==> config.mk <==
export PLATFORM = sky130hd
export DESIGN_NAME = fft_frame_arb
export DESIGN_NICKNAME = d
export VERILOG_FILES = /design/src/rtl/fft_pkg.sv /design/src/rtl/fft_rr_arb2.sv /design/src/rtl/fft_frame_arb.sv
export SDC_FILE = /design/constraint.sdc
export NUM_CORES = 1
export LEC_CHECK = 0
export CORE_ASPECT_RATIO = 1.75
export CORE_MARGIN = 2
export CORE_UTILIZATION = 38
export CTS_BUF_LIST = sky130_fd_sc_hd__clkbuf_4
export DETAILED_ROUTE_END_ITERATION = 10
export MAX_ROUTING_LAYER = met4
export PLACE_DENSITY_LB_ADDON = 0.25
export SETUP_SLACK_MARGIN = 0.2
export SLEW_MARGIN = 20
export SYNTH_ARGS = -nofsm -noshare
export SYNTH_HDL_FRONTEND = slang
export SYNTH_SLANG_ARGS = --single-unit
==> constraint.sdc <==
create_clock -name clk -period 3.4 [get_ports clk]
set_input_delay 0.68 -clock clk [delete_from_list [all_inputs] [get_ports clk]]
set_output_delay 0.68 -clock clk [all_outputs]
set_load 0.005 [all_outputs]
==> src/rtl/fft_pkg.sv <==
// Shared constants and encodings for the FFT frame arbiter.
package fft_pkg;

    localparam int DATA_W    = 16;
    localparam int FRAME_LEN = 16;

    typedef enum logic [1:0] {
        IDLE     = 2'd0,
        LOAD     = 2'd1,
        WAIT_OUT = 2'd2
    } state_e;

    localparam logic CH0 = 1'b0;
    localparam logic CH1 = 1'b1;

endpackage

==> src/rtl/fft_rr_arb2.sv <==
// Two-request round-robin picker: on contention the channel that was not
// served last wins; a lone requester always wins.
module fft_rr_arb2 (
    input  logic [1:0] req,
    input  logic       rr_last,
    output logic       gnt_valid,
    output logic       gnt_id
);

    // Pick the winner; purely combinational, sampled by the owner FSM.
    always_comb begin
        gnt_valid = |req;
        gnt_id    = req[1];
        if (&req) begin
            gnt_id = ~rr_last;
        end
    end

endmodule

==> src/rtl/fft_frame_arb.sv <==
// fft_frame_arb: shares one 16-point FFT engine between two sample sources,
// one whole frame at a time. A granted channel streams its frame in, the
// frame's direction flag is frozen at grant, and the results are returned
// through a registered output stage tagged with the owning channel.
module fft_frame_arb #(
    parameter int DATA_W    = fft_pkg::DATA_W,
    parameter int FRAME_LEN = fft_pkg::FRAME_LEN,
    parameter int CNT_W     = $clog2(FRAME_LEN)
) (
    input  logic              clk,
    input  logic              reset,
    // channel 0 source
    input  logic              ch0_push,
    input  logic [DATA_W-1:0] ch0_real,
    input  logic [DATA_W-1:0] ch0_imag,
    input  logic              ch0_inv,
    output logic              ch0_stall,
    // channel 1 source
    input  logic              ch1_push,
    input  logic [DATA_W-1:0] ch1_real,
    input  logic [DATA_W-1:0] ch1_imag,
    input  logic              ch1_inv,
    output logic              ch1_stall,
    // engine input side
    output logic              fft_in_push,
    output logic [DATA_W-1:0] fft_in_real,
    output logic [DATA_W-1:0] fft_in_imag,
    input  logic              fft_in_stall,
    output logic              fft_inv,
    // engine output side
    input  logic              fft_out_push,
    input  logic [DATA_W-1:0] fft_out_real,
    input  logic [DATA_W-1:0] fft_out_imag,
    output logic              fft_out_stall,
    // registered result stream
    output logic              out_push_F,
    output logic [DATA_W-1:0] out_real_F,
    output logic [DATA_W-1:0] out_imag_F,
    output logic              out_ch_F,
    output logic              out_last_F,
    input  logic              out_stall,
    // status
    output logic              busy_F,
    output logic              err_F
);

    import fft_pkg::*;

    localparam logic [CNT_W-1:0] LAST_IDX = CNT_W'(FRAME_LEN - 1);

    state_e             state_q,   state_d;
    logic [CNT_W-1:0]   in_cnt_q,  in_cnt_d;
    logic [CNT_W-1:0]   out_cnt_q, out_cnt_d;
    logic               grant_q,   grant_d;
    logic               rr_last_q, rr_last_d;
    logic               inv_lat_q, inv_lat_d;

    logic               gnt_valid;
    logic               gnt_id;
    logic               sel_push;
    logic               out_accept;

    fft_rr_arb2 u_arb (
        .req       ({ch1_push, ch0_push}),
        .rr_last   (rr_last_q),
        .gnt_valid (gnt_valid),
        .gnt_id    (gnt_id)
    );

    // The owner's sample is always presented; fft_in_push qualifies it.
    assign sel_push      = (grant_q == CH1) ? ch1_push : ch0_push;
    assign fft_in_real   = (grant_q == CH1) ? ch1_real : ch0_real;
    assign fft_in_imag   = (grant_q == CH1) ? ch1_imag : ch0_imag;
    assign fft_inv       = inv_lat_q;
    assign fft_out_stall = out_stall;

    // Next-state, counters and handshake muxing for the frame owner FSM.
    // NOTE: every output of this block gets a default first so no path can
    // leave a signal unassigned and infer a latch.
    always_comb begin
        state_d     = state_q;
        in_cnt_d    = in_cnt_q;
        out_cnt_d   = out_cnt_q;
        grant_d     = grant_q;
        rr_last_d   = rr_last_q;
        inv_lat_d   = inv_lat_q;
        ch0_stall   = 1'b1;
        ch1_stall   = 1'b1;
        fft_in_push = 1'b0;
        out_accept  = 1'b0;

        unique case (state_q)
            IDLE: begin
                // Grant cycle: nothing is accepted, only ownership and the
                // direction flag are captured.
                if (gnt_valid) begin
                    grant_d   = gnt_id;
                    inv_lat_d = (gnt_id == CH1) ? ch1_inv : ch0_inv;
                    state_d   = LOAD;
                end
            end
            LOAD: begin
                fft_in_push = sel_push;
                if (grant_q == CH1) begin
                    ch1_stall = fft_in_stall;
                end else begin
                    ch0_stall = fft_in_stall;
                end
                if (sel_push && !fft_in_stall) begin
                    if (in_cnt_q == LAST_IDX) begin
                        in_cnt_d = '0;
                        state_d  = WAIT_OUT;
                    end else begin
                        in_cnt_d = in_cnt_q + 1'b1;
                    end
                end
            end
            WAIT_OUT: begin
                // A result moves only when downstream is not stalling it.
                out_accept = fft_out_push && !out_stall;
                if (out_accept) begin
                    if (out_cnt_q == LAST_IDX) begin
                        out_cnt_d = '0;
                        rr_last_d = grant_q;
                        state_d   = IDLE;
                    end else begin
                        out_cnt_d = out_cnt_q + 1'b1;
                    end
                end
            end
            default: begin
                state_d = IDLE;
            end
        endcase
    end

    // Control state register.
    // NOTE: clocked state uses non-blocking assignments so every register
    // samples pre-edge values regardless of block evaluation order.
    always_ff @(posedge clk or negedge reset) begin
        if (!reset) begin
            state_q   <= IDLE;
            in_cnt_q  <= '0;
            out_cnt_q <= '0;
            grant_q   <= CH0;
            rr_last_q <= CH1;
            inv_lat_q <= 1'b0;
        end else begin
            state_q   <= state_d;
            in_cnt_q  <= in_cnt_d;
            out_cnt_q <= out_cnt_d;
            grant_q   <= grant_d;
            rr_last_q <= rr_last_d;
            inv_lat_q <= inv_lat_d;
        end
    end

    // Registered result stage; results outside WAIT_OUT are dropped and
    // flagged in the sticky error bit.
    always_ff @(posedge clk or negedge reset) begin
        if (!reset) begin
            out_push_F <= 1'b0;
            out_real_F <= '0;
            out_imag_F <= '0;
            out_ch_F   <= 1'b0;
            out_last_F <= 1'b0;
            busy_F     <= 1'b0;
            err_F      <= 1'b0;
        end else begin
            out_push_F <= out_accept;
            if (out_accept) begin
                out_real_F <= fft_out_real;
                out_imag_F <= fft_out_imag;
            end
            out_ch_F   <= grant_q;
            out_last_F <= out_accept && (out_cnt_q == LAST_IDX);
            busy_F     <= (state_d != IDLE);
            if (fft_out_push && (state_q != WAIT_OUT)) begin
                err_F <= 1'b1;
            end
        end
    end

endmodule

==> impl_metrics.tcl <==
set metrics [dict create \
    clockBufferDepth 2 \
    finalHoldViolations 0 \
    hpwl_um 5850 \
    finClkSkew_ns 0.0147 \
    min_path_type "primary input to async pin" \
    wl_met3_um 817 \
    syn2layout_area_growth_pct 78.6 \
    cts_sinks 50 \
    grt_overflow 0 \
    drt_iter0_drc 55 \
    die_area_mm2 0.00704 \
    max_freq_mhz 346 \
    p_total_mw 1.77 \
    rr_endpoint "in_cnt_q[1]" \
    wl_met2_um 3720 \
    wl_um 7220 \
    cts_root_buffer "clkbuf_4" \
    viasPerCell 4.84 \
    yosys.area.top_type "dfrtp_1" \
    cts_tree "yes" \
    cp.arrival_ns 2.21 \
    period_needed_ns 2.89 \
    yosysSeqAreaShare_pct 51.8 \
    status "completed" \
    r2r_slack_ns 1.57 \
    netSwitchingPower_mw 0.493 \
    nFillCells 499 \
    place_inst 428 \
    p_leak_nw 1.84 \
    power_frac_seq_pct 40.3 \
    start_util_pct 39.1 \
    max_cap_violations 0 \
    yosysWarnings 0 \
    grt_max_degree 40 \
    startpoint_type "flip-flop" \
    fin_nets 462 \
    grt_pass1_vias 2205 \
    ys_seq_elements 50 \
    setup_violations 0 \
    path_max_fanout 25 \
    finalSetupTns_ns 0 \
    crit_chain "buf_12 > mux2_2 > clkdlybuf4s50_1" \
    period_share_pct 84.9 \
    synthTopCellsByArea "dfrtp_1 (51%), mux2_2 (33%), buf_4 (1.2%), dfstp_2 (1.1%), ha_1 (1.0%)" \
    dr.pass1.iters 3 \
    met1Wirelength_um 2550 \
    numPortBuffers 178 \
    end_kind "output port" \
    seqCellArea_mm2 0.00125 \
    routedWlPerCell_um 16.6 \
    via_count 2112 \
    cpPeakStageDelay_ns 0.77 \
    max-slew-margin-rel_pct 56.3 \
    netlist.area_leader.share_pct 50.8 \
    synth_fp_nets 283 \
    die_x_um 64.3 \
    layout-drive-gt1-share_pct 24.2 \
    top_layer "met4" \
    netSwitchingFraction_pct 27.9 \
    cts-resized-gates 0 \
    vdd_drop_max_mv 0.352 \
    ys_types 33 \
    crit_start "grant_q" \
    final_core_util_pct 69.8 \
    whs_ns 0.322 \
    synth_area_mm2 0.00242 \
    die_y_um 109 \
    synthCells 176 \
    stdcell_count 436 \
    cts_buffers 5 \
    tightestPinTransition_ns 0.656 \
    routabilityCongestion 0.781 \
    drc_errors 0 \
    holdBufCountCts 0 \
    combPwrFrac_pct 44.9 \
    antenna_found_initial 0 \
    pwr-share-clk_pct 14.8 \
    clk_pin_slew_ns 0.14 \
    rsz0062_at_grt "false" \
    cts-htree-levels 2 \
    grt_pass1_wl_um 11000 \
    intPower_mw 1.28 \
    clock_latency_ns 0.36 \
    syn_avg_cell_area_um2 13.7 \
    ant_nets 0 \
    multi_input_area_mm2 0.00108 \
    grt_usage_pct 21.5 \
    io_pins 179 \
    cp_data_required_time_ns 2.72 \
    diodes 0 \
    r2r_start "grant_q" \
    crit_slowest_cell "dfrtp_1" \
    crit_type "flip-flop to output port" \
    core_mm2 0.00618 \
    ff2ff_path_depth 3 \
    power.density_mw_per_mm2 410 \
    rows 38 \
    maxSlewViolCount 0 \
    post_cts_buffers 0 \
]
==> worst max path at each step <==
stage	to	slack, ns
after detailed placement	fft_in_push	0.57
after global placement	fft_in_push	0.59
after CTS	fft_in_real[2]	0.46
after global routing	fft_in_push	0.36
after floorplan	fft_in_imag[10]	1.57
final	fft_in_real[2]	0.51
==> power by group through the flow <==
stage	logic, mW	clock network (mW)	registers (mW)
3_5_place_dp	0.802	0	0.725
6_report	0.795	0.263	0.712
4_1_cts	0.805	0.281	0.713
2_1_floorplan	0.356	0	0.689
5_1_grt	0.852	0.301	0.725
3_3_place_gp	0.793	0	0.721
==> cell type report <==
| class | instances | area share [%] |
|---|---|---|
| Clock buffer | 6 | 1.04 |
| Sequential cell | 50 | 29.0 |
| Tap cell | 80 | 2.32 |
| Multi-Input combinational cell | 112 | 25.0 |
| Timing Repair Buffer | 181 | 42.0 |
| Clock inverter | 2 | 0.203 |
| Inverter | 5 | 0.435 |
==> registers in the layout, indices dropped and copies added (netlist names) <==
name and flops:
busy_F 1, err_F 1, fft_inv 1, grant_q 1
in_cnt_q 4, out_ch_F 1, out_cnt_q 4, out_imag_F 16
out_last_F 1, out_push_F 1, out_real_F 16, rr_last_q 1
state_q 2
==> cells by family after synthesis <==
logic type | Yosys count | synth area share (%)
fa+ha+maj | 2 | 1.04
buf+inv | 14 | 3.52
compound gates | 14 | 4.30
mux | 71 | 33.1
xor+xnor | 2 | 0.725
flops | 50 | 51.8
simple gates | 23 | 5.49
==> metal layers <==
layer / vias up / GRT usage (%)
li1: 986 / -
met1: 984 / 22.3
met2: 132 / 38.1
met3: 10 / 6.76
met4: 0 / 7.45
met5: - / -
==> critical path: cells and delay by family (launching register included) <==
kind	cells	cell delay, ns
mux	1	0.36
flops	1	0.77
buf+inv	2	0.73
==> cells in the mapped netlist (all sizes together) <==
| cell | count |
|---|---|
| dfstp | 1 |
| clkbuf | 1 |
| nor3 | 1 |
| nor3b | 2 |
| o21ai | 3 |
| a311o | 1 |
| and3 | 2 |
| a31o | 1 |
| dfrtp | 49 |
| o31a | 1 |
| buf | 8 |
| inv | 5 |
| nand2b | 1 |
| nor2b | 1 |
| o311ai | 1 |
| o211ai | 1 |
| mux2 | 71 |
| ha | 2 |
| o2bb2ai | 1 |
| nor2 | 3 |
| a21boi | 2 |
| xnor2 | 2 |
| nand3 | 5 |
| a22o | 1 |
| and4bb | 1 |
| and2b | 1 |
| nand2 | 6 |
| a21o | 1 |
| a21oi | 1 |
==> per-stage QoR <==
step           cell area [um^2]  setup WS, ns
3_5_place_dp               4260         0.571
3_3_place_gp               4260         0.588
6_report                   4320         0.512
5_1_grt                    4320         0.357
4_1_cts                    4320         0.465
2_1_floorplan              2420          1.57
==> cell usage in the layout (no fill, tap or decap), types with 3 or more instances in the layout <==
cell	n
clkdlybuf4s50_1	177
mux2_2	71
dfrtp_1	49
nand2_1	6
clkbuf_4	6
nand3_1	5
inv_1	5
o21ai_0	3
nor2_1	3
No activity file was read; power rests on OpenSTA's default activity.
